$ cat src/rtl/repeated_add_multiplier.sv
// repeated_add_multiplier: unsigned sequential multiplier. The multiplicand and
// multiplier arrive one cycle apart on data_in; the product is built by adding
// the multiplicand into an accumulator once per unit of the multiplier while
// the multiplier counts down to zero.
//
// Handshake: start is a level request sampled only in IDLE. done is high for
// as long as the controller sits in DONE, and product is valid only then.
// DONE is left only when start is seen low, so every new operation needs
// start to fall and then rise again. Nothing but rst aborts a running
// operation.
module repeated_add_multiplier #(
  parameter int WIDTH = 16
) (
  input  logic             clk,
  input  logic             rst,
  input  logic             start,
  input  logic [WIDTH-1:0] data_in,
  output logic [WIDTH-1:0] product,
  output logic             done,
  output logic [2:0]       dbg_state
);

  typedef enum logic [2:0] {
    S_IDLE   = 3'd0,
    S_LOAD_A = 3'd1,
    S_LOAD_B = 3'd2,
    S_ACC    = 3'd3,
    S_DONE   = 3'd4
  } state_t;

  state_t           r_state;
  logic [WIDTH-1:0] r_a;
  logic [WIDTH-1:0] r_b;
  logic [WIDTH-1:0] r_p;
  logic             r_done;
  logic             w_eqz;

  // Down-counter exhausted: accumulation is complete.
  assign w_eqz = (r_b == '0);

  // Controller and datapath in one block; done is registered so that it is
  // high exactly while the state is DONE.
  always_ff @(posedge clk) begin
    if (rst) begin
      r_state <= S_IDLE;
      r_a     <= '0;
      r_b     <= '0;
      r_p     <= '0;
      r_done  <= 1'b0;
    end else begin
      case (r_state)
        S_IDLE: begin
          r_done <= 1'b0;
          if (start) begin
            r_state <= S_LOAD_A;
          end
        end
        S_LOAD_A: begin
          r_a     <= data_in;
          r_state <= S_LOAD_B;
        end
        S_LOAD_B: begin
          r_b     <= data_in;
          r_p     <= '0;
          r_state <= S_ACC;
        end
        S_ACC: begin
          if (!w_eqz) begin
            // Wraps modulo 2^WIDTH; overflow is silently discarded.
            r_p <= r_p + r_a;
            r_b <= r_b - 1'b1;
          end else begin
            r_state <= S_DONE;
            r_done  <= 1'b1;
          end
        end
        S_DONE: begin
          if (!start) begin
            r_state <= S_IDLE;
            r_done  <= 1'b0;
          end
        end
        default: begin
          r_state <= S_IDLE;
          r_done  <= 1'b0;
        end
      endcase
    end
  end

  assign product   = r_p;
  assign done      = r_done;
  assign dbg_state = r_state;

endmodule

$ cat config.mk
export PLATFORM = sky130hd
export DESIGN_NAME = repeated_add_multiplier
export DESIGN_NICKNAME = d
export VERILOG_FILES = /design/src/rtl/repeated_add_multiplier.sv
export SDC_FILE = /design/constraint.sdc
export NUM_CORES = 1
export LEC_CHECK = 0
export CAP_MARGIN = 15
export CORE_MARGIN = 2
export CORE_UTILIZATION = 40
export DETAILED_ROUTE_END_ITERATION = 10
export GPL_TIMING_DRIVEN = 0
export HOLD_SLACK_MARGIN = 0.12
export PLACE_DENSITY = 0.6
export SLEW_MARGIN = 5
export SYNTH_ARGS = -nofsm -noshare
export SYNTH_HDL_FRONTEND = slang
export SYNTH_SLANG_ARGS = --single-unit
$ cat constraint.sdc
create_clock -name clk -period 2.35 [get_ports clk]
set_clock_uncertainty 0.2 [all_clocks]
set_input_delay 0.3525 -clock clk [delete_from_list [all_inputs] [get_ports clk]]
set_output_delay 0.3525 -clock clk [all_outputs]
set_load 0.02 [all_outputs]
==> results of run 1 <==
## power breakdown
part / leakage (nW) / switching [mW] / internal [mW]
Sequential: 0.426 / 0.0624 / 0.939
Combinational: 1.07 / 0.382 / 0.275
Clock: 0.0434 / 0.303 / 0.239
## routing by layer
metal,track usage (%),up-vias
met5,0,-
met4,7.05,0
met3,2.26,13
met2,33.3,90
met1,26.6,1386
li1,-,1483
## state kept, by name, indices dropped and copies added, names as in the netlist
name,cells
r_b,16
r_a,16
dbg_state,3
done,1
product,16
## critical path, cell delays in order (launching register included)
cell and delay (ps):
dfxtp_2 350, ha_4 160, inv_2 50, fa_2 220, nor2b_4 50, o31ai_4 290, a21oi_2 120, a221oi_2 280
buf_4 170, o21ai_2 60, xor2_1 140, a22o_1 170
## area by class of cell
cell class	instances	area share, %
buffer	17	2.23
tap	99	3.19
multi-input combinational	303	49.9
clock inverter	2	0.387
clock buffer	6	2.13
timing repair buffer	60	14.4
sequential	52	27.2
inverter	6	0.581
## how the worst max path moves through the flow
stage	cells past startpoint	end	from	slack (ps)
after floorplan	10	product[14]$_SDFFE_PP0P_	product[0]$_SDFFE_PP0P_	-8
after global placement	10	product[14]$_SDFFE_PP0P_	product[0]$_SDFFE_PP0P_	-210
after detailed placement	10	product[14]$_SDFFE_PP0P_	product[0]$_SDFFE_PP0P_	-240
after CTS	8	product[13]$_SDFFE_PP0P_	product[1]$_SDFFE_PP0P_	-50
after global routing	11	product[14]$_SDFFE_PP0P_	r_a[0]$_SDFFE_PP0P_	-90
final	11	product[14]$_SDFFE_PP0P_	product[0]$_SDFFE_PP0P_	-9
## kinds of logic (layout without fill, tap and decap cells)
logic type                 after synthesis  in the layout  share of synthesized area [%]
xor gates and xnor gates                11             11                           3.28
and+or+nand+nor                        147            147                           22.9
DFF                                     52             52                           35.4
buffers and inverters                   26             91                           3.96
AOI/OAI and AO/OA                      127            127                           26.5
adders and majority gates               18             18                           7.92
## synthesized netlist by cell type (all sizes together) (5+ instances only)
| master | instances | area [sq um] |
|---|---|---|
| ha | 17 | 213 |
| xor2 | 5 | 43.8 |
| o21ai | 27 | 135 |
| nor3 | 8 | 40.0 |
| xnor2 | 6 | 52.6 |
| nor2 | 41 | 161 |
| a21oi | 56 | 280 |
| dfxtp | 52 | 1040 |
| a21o | 9 | 67.6 |
| a22o | 7 | 61.3 |
| inv | 6 | 22.5 |
| nand2 | 62 | 235 |
| clkbuf | 15 | 56.3 |
| buf | 5 | 37.5 |
| nand3 | 6 | 30.0 |
| a22oi | 7 | 52.6 |
## per-stage QoR
step           TNS (ps)  util, %  cell area (sq um)  std cells
3_5_place_dp      -2840     48.4               3470        517
6_report          -22.5     54.0               3880        545
3_3_place_gp      -2670     48.4               3470        517
4_1_cts           -45.3     52.4               3760        538
5_1_grt            -451     54.0               3880        545
2_1_floorplan     -7.98        -               2980        381
## layout by cell type, fill, tap and decap left out, drive strengths merged, types with 3 or more instances in the layout
cell type      netlist  routed
a22oi                7       7
clkdlybuf4s50        0      37
nand2               62      62
xnor2                6       6
clkbuf              15      19
xor2                 5       5
inv                  6       6
and2                 4       4
nor3                 8       8
a22o                 7       7
a21oi               56      56
nand4                3       3
o21a                 3       3
nor2b                3       3
o21ai               27      27
o31ai                4       4
a211oi               3       3
dfxtp               52      52
nand2b               3       3
nor4                 3       3
a21o                 9       9
ha                  17      17
buf                  5      27
nand3                6       6
nor2                41      41
## repair_timing
action / 4_1_cts / 5_1_grt
gates cloned: 0 / 0
endpoints found under the setup margin: 31 / 26
setup buffers: 15 / 8
pin swaps: 8 / 10
gates resized for setup: 20 / 17
==> results.json, run 1 <==
{
  "hp-start": "r_a[9]$_SDFFE_PP0P_",
  "min_to": "r_a[9]$_SDFFE_PP0P_",
  "root_buffer": "clkbuf_8",
  "crit_type": "flop to flop",
  "yosysWarnings": 0,
  "numCtsBuffers": 5,
  "status": "finished with violations",
  "vias": 2972,
  "syn_inst": 381,
  "regArea_sq_um": 1050,
  "diodes": 0,
  "gp_congestion": 0.864,
  "p_total_mw": 2.20,
  "grt_use_total_pct": 19.9,
  "cts_num_sinks": 52,
  "dieHeight_um": 89.7,
  "ir_drop_mv": 0.380,
  "path_clk_slew_ps": 100,
  "wl_per_cell_um": 15.2,
  "relSlewSlack_pct": 58.3,
  "drtAntennaViolNets": 0,
  "drt_iter0_drc": 151,
  "holdPathStages": 2,
  "drtPass1Iterations": 4,
  "wl_met1_mm": 4.02,
  "synth_ff_type": "dfxtp_1",
  "hp-class": "flop to flop",
  "multiInputGateArea_sq_um": 1930,
  "grt-ovfl-total": 0,
  "drv_slew": 0,
  "p_leak_nw": 1.54,
  "top_layer": "met4",
  "clock_latency_ps": 300,
  "drc": 0,
  "start_kind": "flop",
  "nets": 482,
  "post-route-period-util_pct": 100,
  "grt_pass1_wl_mm": 13.2,
  "cts_max_level": 2,
  "p_per_area_nw_per_um2": 568,
  "grt_pass1_vias": 2724,
  "antenna_found_initial": 0,
  "cp.arrival_ps": 2360,
  "numPortBuffers": 37,
  "synth_edf_count": 0,
  "cp_max_fo": 3,
  "r2r_slack_ps": -9,
  "syn-mean-instance-area_sq_um": 7.71,
  "clk_path_buf_depth": 2,
  "synthArstFlopShare_pct": 0,
  "boundaryPins": 39,
  "syn_area_sq_um": 2940,
  "area_growth_syn_to_layout_pct": 32.0,
  "cts_tree": "yes",
  "worstPathRequired_ps": 2360,
  "wl_met2_mm": 3.76,
  "max-cap-violations": 0,
  "dpl_worst_slack_ps": -241,
  "wl_mm": 8.26,
  "finalHoldViolCount": 0,
  "r2r_cells": 11,
  "layout_setup_ws_ps": -9.05,
  "n_fill_cell": 699,
  "rsz0062_at_grt": "true",
  "dieArea_sq_um": 8050,
  "wl_met3_um": 335,
  "avgViaCountPerCell": 5.45,
  "ctsHoldBuffers": 0,
  "synth_seq_cells": 52,
  "min_period_ps": 2360,
  "fmax_ghz": 0.424,
  "worst_r2r_endpoint": "product[14]$_SDFFE_PP0P_",
  "core-area_sq_um": 7180,
  "synth_fp_nets": 418,
  "whs_ps": 267,
  "die_x_um": 89.7,
  "initial_core_util_pct": 40.9,
  "setup_viol": 3,
  "drive_gt1_share_pct": 16.4,
  "dpl.hpwl_mm": 5.88,
  "crit_path_end_kind": "flop",
  "synth_cell_types": 50,
  "failed_checks": "setup timing",
  "tightest_slew_ps": 626,
  "yosysSeqAreaShare_pct": 35.4,
  "reg2reg_from": "product[0]$_SDFFE_PP0P_",
  "grt_max_degree": 17,
  "num_rows": 31
}
Note: power is estimated with default switching activity, not from simulation.
==> inputs of run 2 (changes only) <==
--- a/config.mk
+++ b/config.mk
@@ -6,7 +6,7 @@
 export NUM_CORES = 1
 export LEC_CHECK = 0
 export CAP_MARGIN = 15
-export CORE_MARGIN = 2
+export CORE_MARGIN = 10
 export CORE_UTILIZATION = 40
 export DETAILED_ROUTE_END_ITERATION = 10
 export GPL_TIMING_DRIVEN = 0
==> run 2 against run 1 <==
The flow still finishes with violations (setup timing). Worst setup slack got worse by 12 ps. Global-route usage shrank 4.5 points. Worst hold slack got worse by 0.64 ps. Power grew 2.6%. Cell count is 1.1% lower. Critical endpoint is now product[13]$_SDFFE_PP0P_.
==> results.json, run 2 (synthesis gave the netlist of run 1 again) <==
{
  "status": "finished with violations",
  "failed_checks": "setup timing",
  "clock_latency_ps": 310,
  "dieHeight_um": 106,
  "setup_viol": 3,
  "grt_pass1_vias": 2833,
  "gp_congestion": 0.854,
  "critical-path-max-stage-delay_ps": 370,
  "cts_num_sinks": 52,
  "drtPass1Iterations": 4,
  "p_int_mw": 1.48,
  "cp.arrival_ps": 2380,
  "ctsHoldBuffers": 0,
  "cts_max_level": 2,
  "final_cell_mix": "nand2_1, a21oi_1, dfxtp_1",
  "core-area_sq_um": 7210,
  "clk_path_buf_depth": 2,
  "dieArea_sq_um": 11200,
  "post-route-period-util_pct": 101,
  "rsz0062_at_grt": "true",
  "combPwrFrac_pct": 31.9,
  "multiInputGateArea_sq_um": 1980,
  "drtAntennaViolNets": 0,
  "worst_path_max_delay_cell": "dfxtp_4",
  "fmax_ghz": 0.422,
  "start_kind": "flop",
  "max-cap-violations": 0,
  "numPortBuffers": 37,
  "setup_tns_ps": -36.6,
  "critPathTopFamily": "compound AO/OA/AOI/OAI gates",
  "power.switching_mw": 0.774,
  "area_growth_syn_to_layout_pct": 33.3,
  "finalHoldViolCount": 0,
  "drv_slew": 0,
  "tightest_slew_ps": 621,
  "vias": 2948,
  "p_per_area_nw_per_um2": 577,
  "crit_type": "flop to flop",
  "wl_per_cell_um": 16.1,
  "relSlewSlack_pct": 58.6,
  "num_rows": 31,
  "drc": 0,
  "p_leak_nw": 1.55,
  "drt_iter0_drc": 104,
  "mostFrequentLayoutCell": "nand2_1",
  "diodes": 0,
  "finish.utilization_pct": 54.3,
  "initial_core_util_pct": 40.7,
  "regArea_sq_um": 1060,
  "cts_tree": "yes",
  "path_clk_slew_ps": 100,
  "numCtsBuffers": 5,
  "nets": 476,
  "worstPathRequired_ps": 2360,
  "dpl.hpwl_mm": 6.40,
  "wl_mm": 8.68,
  "n_fill_cell": 710,
  "clkPwrFrac_pct": 23.6,
  "grt-ovfl-total": 0,
  "ir_drop_mv": 0.320,
  "crit_chain": "ha_4, a211o_1, a21o_1, a311o_1, a21oi_2, o221ai_2, xor2_1, a22o_1",
  "hp-class": "flop to flop",
  "boundaryPins": 39,
  "drive_gt1_share_pct": 17.5,
  "grt_max_degree": 16,
  "layout_setup_ws_ps": -21.1,
  "crit_buf_inv": 0,
  "whs_ps": 267,
  "crit_path_end_kind": "flop",
  "grt_pass1_wl_mm": 14.1,
  "cp_max_fo": 4,
  "switching_share_pct": 34.3,
  "antenna_found_initial": 0,
  "root_buffer": "clkbuf_8",
  "grt_use_total_pct": 15.4,
  "seqPwrFrac_pct": 44.5,
  "avgViaCountPerCell": 5.47,
  "min_period_ps": 2370,
  "die_x_um": 106
}
[run 2: final cells by class]
class	count	share of cell area (%)
multi-input cells	303	50.6
flip-flops and latches	52	27.0
repair buffers	53	13.5
well taps	99	3.16
plain buffers	18	2.72
clock buffers	6	2.11
inverters	6	0.575
clock inverters	2	0.256
[run 2: repair_timing]
action                                  4_1_cts  5_1_grt
pin swaps                                     7        5
resized for setup                            20       41
cloned                                        1        0
buffers inserted                             11        4
endpoints found under the setup margin       29       31
[run 2: per-stage QoR]
| step | setup slack (ps) | cells | power (mW) | cell area (sq um) |
|---|---|---|---|---|
| floorplan | -7.98 | 381 | 1.40 | 2980 |
| global placement | -240 | 517 | 1.58 | 3470 |
| detailed placement | -233 | 517 | 1.59 | 3470 |
| CTS | -29.0 | 535 | 2.19 | 3740 |
| global route | -97.9 | 539 | 2.40 | 3920 |
| finish | -21.1 | 539 | 2.26 | 3920 |
[run 2: final timing paths]
check | startpoint | end | slack [ps] | depth (start not counted)
max reg2reg | product[1]$_SDFFE_PP0P_ | product[13]$_SDFFE_PP0P_ | -20 | 8
min reg2reg | r_a[14]$_SDFFE_PP0P_ | r_a[14]$_SDFFE_PP0P_ | 270 | 2
min | r_a[14]$_SDFFE_PP0P_ | r_a[14]$_SDFFE_PP0P_ | 270 | 2
max | product[1]$_SDFFE_PP0P_ | product[13]$_SDFFE_PP0P_ | -20 | 8
[run 2: per-layer routing]
metal	track usage, %	wire length (um)	share of wire [%]
met3	3.59	650	7.5
met5	0	0	0
met1	19.1	3820	44
met4	5.42	113	1.3
met2	25.4	4090	47
[run 2: worst register-to-register path: stages, from the launching register on]
cell and delay [ps]:
dfxtp_4 370, ha_4 240, a211o_1 280, a21o_1 200, a311o_1 320, a21oi_2 200
o221ai_2 120, xor2_1 160, a22o_1 200
[run 2: power groups by stage]
stage          sequential (mW)  combinational [mW]  clock [mW]
2_1_floorplan             1.00               0.401           0
3_3_place_gp              1.00               0.576           0
3_5_place_dp              1.01               0.583           0
4_1_cts                  0.996               0.639       0.559
5_1_grt                   1.02               0.787       0.597
6_report                  1.01               0.720       0.533
==> inputs of run 3 (changes only) <==
--- a/config.mk
+++ b/config.mk
@@ -11,7 +11,7 @@
 export DETAILED_ROUTE_END_ITERATION = 10
 export GPL_TIMING_DRIVEN = 0
 export HOLD_SLACK_MARGIN = 0.12
-export PLACE_DENSITY = 0.6
+export PLACE_DENSITY = 0.58
 export SLEW_MARGIN = 5
 export SYNTH_ARGS = -nofsm -noshare
 export SYNTH_HDL_FRONTEND = slang
==> constraint.sdc (replaced) <==
create_clock -name clk -period 2.67 [get_ports clk]
set_clock_uncertainty 0.2 [all_clocks]
set_input_delay 0.4005 -clock clk [delete_from_list [all_inputs] [get_ports clk]]
set_output_delay 0.4005 -clock clk [all_outputs]
set_load 0.02 [all_outputs]
==> run 3 against run 2 <==
The flow now finishes without violations. Critical endpoint unchanged. Via count shrank 4.4%. Routed wire length shrank 2.8%. Critical path depth is the same. Sequential share of layout area grew 2.2 points. Cell count shrank 3.0%. First-iteration DRC count grew 1.9%. Sequential cell count is the same. Die area is the same. Combinational power shrank 29%. Global-route usage shrank 0.64 points. Critical path type unchanged.
==> results.json, run 3 (synthesis gave the netlist of run 1 again) <==
{
  "status": "completed",
  "start_kind": "flop",
  "die_x_um": 106,
  "clk_path_buf_depth": 2,
  "drtPass1Iterations": 4,
  "cp_max_fo": 4,
  "worst_r2r_endpoint": "product[13]$_SDFFE_PP0P_",
  "endpoint": "product[13]$_SDFFE_PP0P_",
  "critPathLaunch": "product[1]$_SDFFE_PP0P_",
  "r2r_slack_ps": 110,
  "mostFrequentLayoutCell": "nand2_1",
  "p_leak_nw": 1.41,
  "ctsHoldBuffers": 0,
  "relSlewSlack_pct": 56.7,
  "drtAntennaViolNets": 0,
  "root_buffer": "clkbuf_8",
  "drc": 0,
  "fmax_ghz": 0.390,
  "area_growth_syn_to_layout_pct": 21.3,
  "placed_area_sq_um": 3430,
  "design_area_sq_um": 3560,
  "setup_viol": 0,
  "regArea_sq_um": 1040,
  "grt_max_degree": 15,
  "cts-resized-gates": 3,
  "drv_slew": 0,
  "antenna_found_initial": 0,
  "dieHeight_um": 106,
  "grt_pass1_wl_mm": 13.8,
  "crit_path_end_kind": "flop",
  "p_per_area_nw_per_um2": 522,
  "cp.arrival_ps": 2570,
  "post_cts_buffers": 0,
  "crit_type": "flop to flop",
  "drt_iter0_drc": 106,
  "min_period_ps": 2560,
  "grt_use_total_pct": 14.7,
  "path_clk_slew_ps": 90,
  "clock_latency_ps": 310,
  "finalHoldViolCount": 0,
  "cts_max_level": 2,
  "finish.utilization_pct": 49.4,
  "rsz0062_at_grt": "false",
  "hp-class": "flop to flop",
  "nets": 460,
  "wl_mm": 8.44,
  "dpl.hpwl_mm": 6.41,
  "reg2reg_from": "product[1]$_SDFFE_PP0P_",
  "grt_pass1_vias": 2766,
  "r2r_cells": 8,
  "max-cap-violations": 0,
  "cts_num_sinks": 52,
  "numPortBuffers": 37,
  "diodes": 0,
  "final_cell_mix": "nand2_1, a21oi_1, dfxtp_1",
  "cts_tree": "yes",
  "post-route-period-util_pct": 96.0,
  "gp_congestion": 0.848,
  "drive_gt1_share_pct": 5.19,
  "worstPathRequired_ps": 2670,
  "n_fill_cell": 762,
  "vias": 2818,
  "grt-ovfl-total": 0,
  "tightest_slew_ps": 649,
  "setup_tns_ps": 0,
  "multiInputGateArea_sq_um": 1830,
  "boundaryPins": 39,
  "ir_drop_mv": 0.283,
  "initial_core_util_pct": 40.7,
  "dieArea_sq_um": 11200,
  "wl_per_cell_um": 16.1,
  "num_rows": 31,
  "numCtsBuffers": 5,
  "avgViaCountPerCell": 5.39,
  "core-area_sq_um": 7210
}
-- run 3: cell type report --
cell class / count / area share (%)
Buffer: 18 / 2.42
Clock buffer: 8 / 2.53
Inverter: 6 / 0.632
Multi-Input combinational cell: 303 / 51.3
Sequential cell: 52 / 29.2
Tap cell: 99 / 3.48
Timing Repair Buffer: 37 / 10.4
-- run 3: stage by stage --
step / worst slack [ps] / hold WS [ps] / total power, mW / cells
finish: 106 / 263 / 1.86 / 523
global route: 1.62 / 293 / 1.97 / 523
CTS: 27.6 / 268 / 1.87 / 525
detailed placement: -280 / 255 / 1.40 / 517
global placement: -277 / 248 / 1.39 / 517
floorplan: 86.7 / 240 / 1.23 / 381
-- run 3: worst min-delay path by stage --
stage,end,from,cells after the start,slack [ps]
2_1_floorplan,r_a[0]$_SDFFE_PP0P_,r_a[0]$_SDFFE_PP0P_,2,240
3_3_place_gp,r_a[0]$_SDFFE_PP0P_,r_a[0]$_SDFFE_PP0P_,2,250
3_5_place_dp,r_a[14]$_SDFFE_PP0P_,r_a[14]$_SDFFE_PP0P_,2,250
4_1_cts,r_a[14]$_SDFFE_PP0P_,r_a[14]$_SDFFE_PP0P_,2,270
5_1_grt,r_a[3]$_SDFFE_PP0P_,r_a[3]$_SDFFE_PP0P_,2,290
6_report,r_a[14]$_SDFFE_PP0P_,r_a[14]$_SDFFE_PP0P_,2,260
-- run 3: worst max-delay path: stages (launching register included) --
cell and delay (ps):
dfxtp_1 360, ha_1 320, a211o_1 320, a21o_1 230, a311o_1 340, a21oi_2 190
o221ai_1 150, xor2_1 170, a22o_1 190
-- run 3: report_power, final --
group          switching (mW)  internal, mW  total, mW
Combinational           0.321         0.188      0.509
Clock                   0.264         0.212      0.477
Sequential             0.0498         0.827      0.876
-- run 3: per-layer routing --
metal | share of wire, % | up-vias | global-route usage (%)
met3 | 5.1 | 5 | 3.29
li1 | - | 1443 | -
met5 | 0 | - | 0
met4 | 0.55 | 0 | 3.19
met2 | 48 | 66 | 24.5
met1 | 47 | 1304 | 19.0
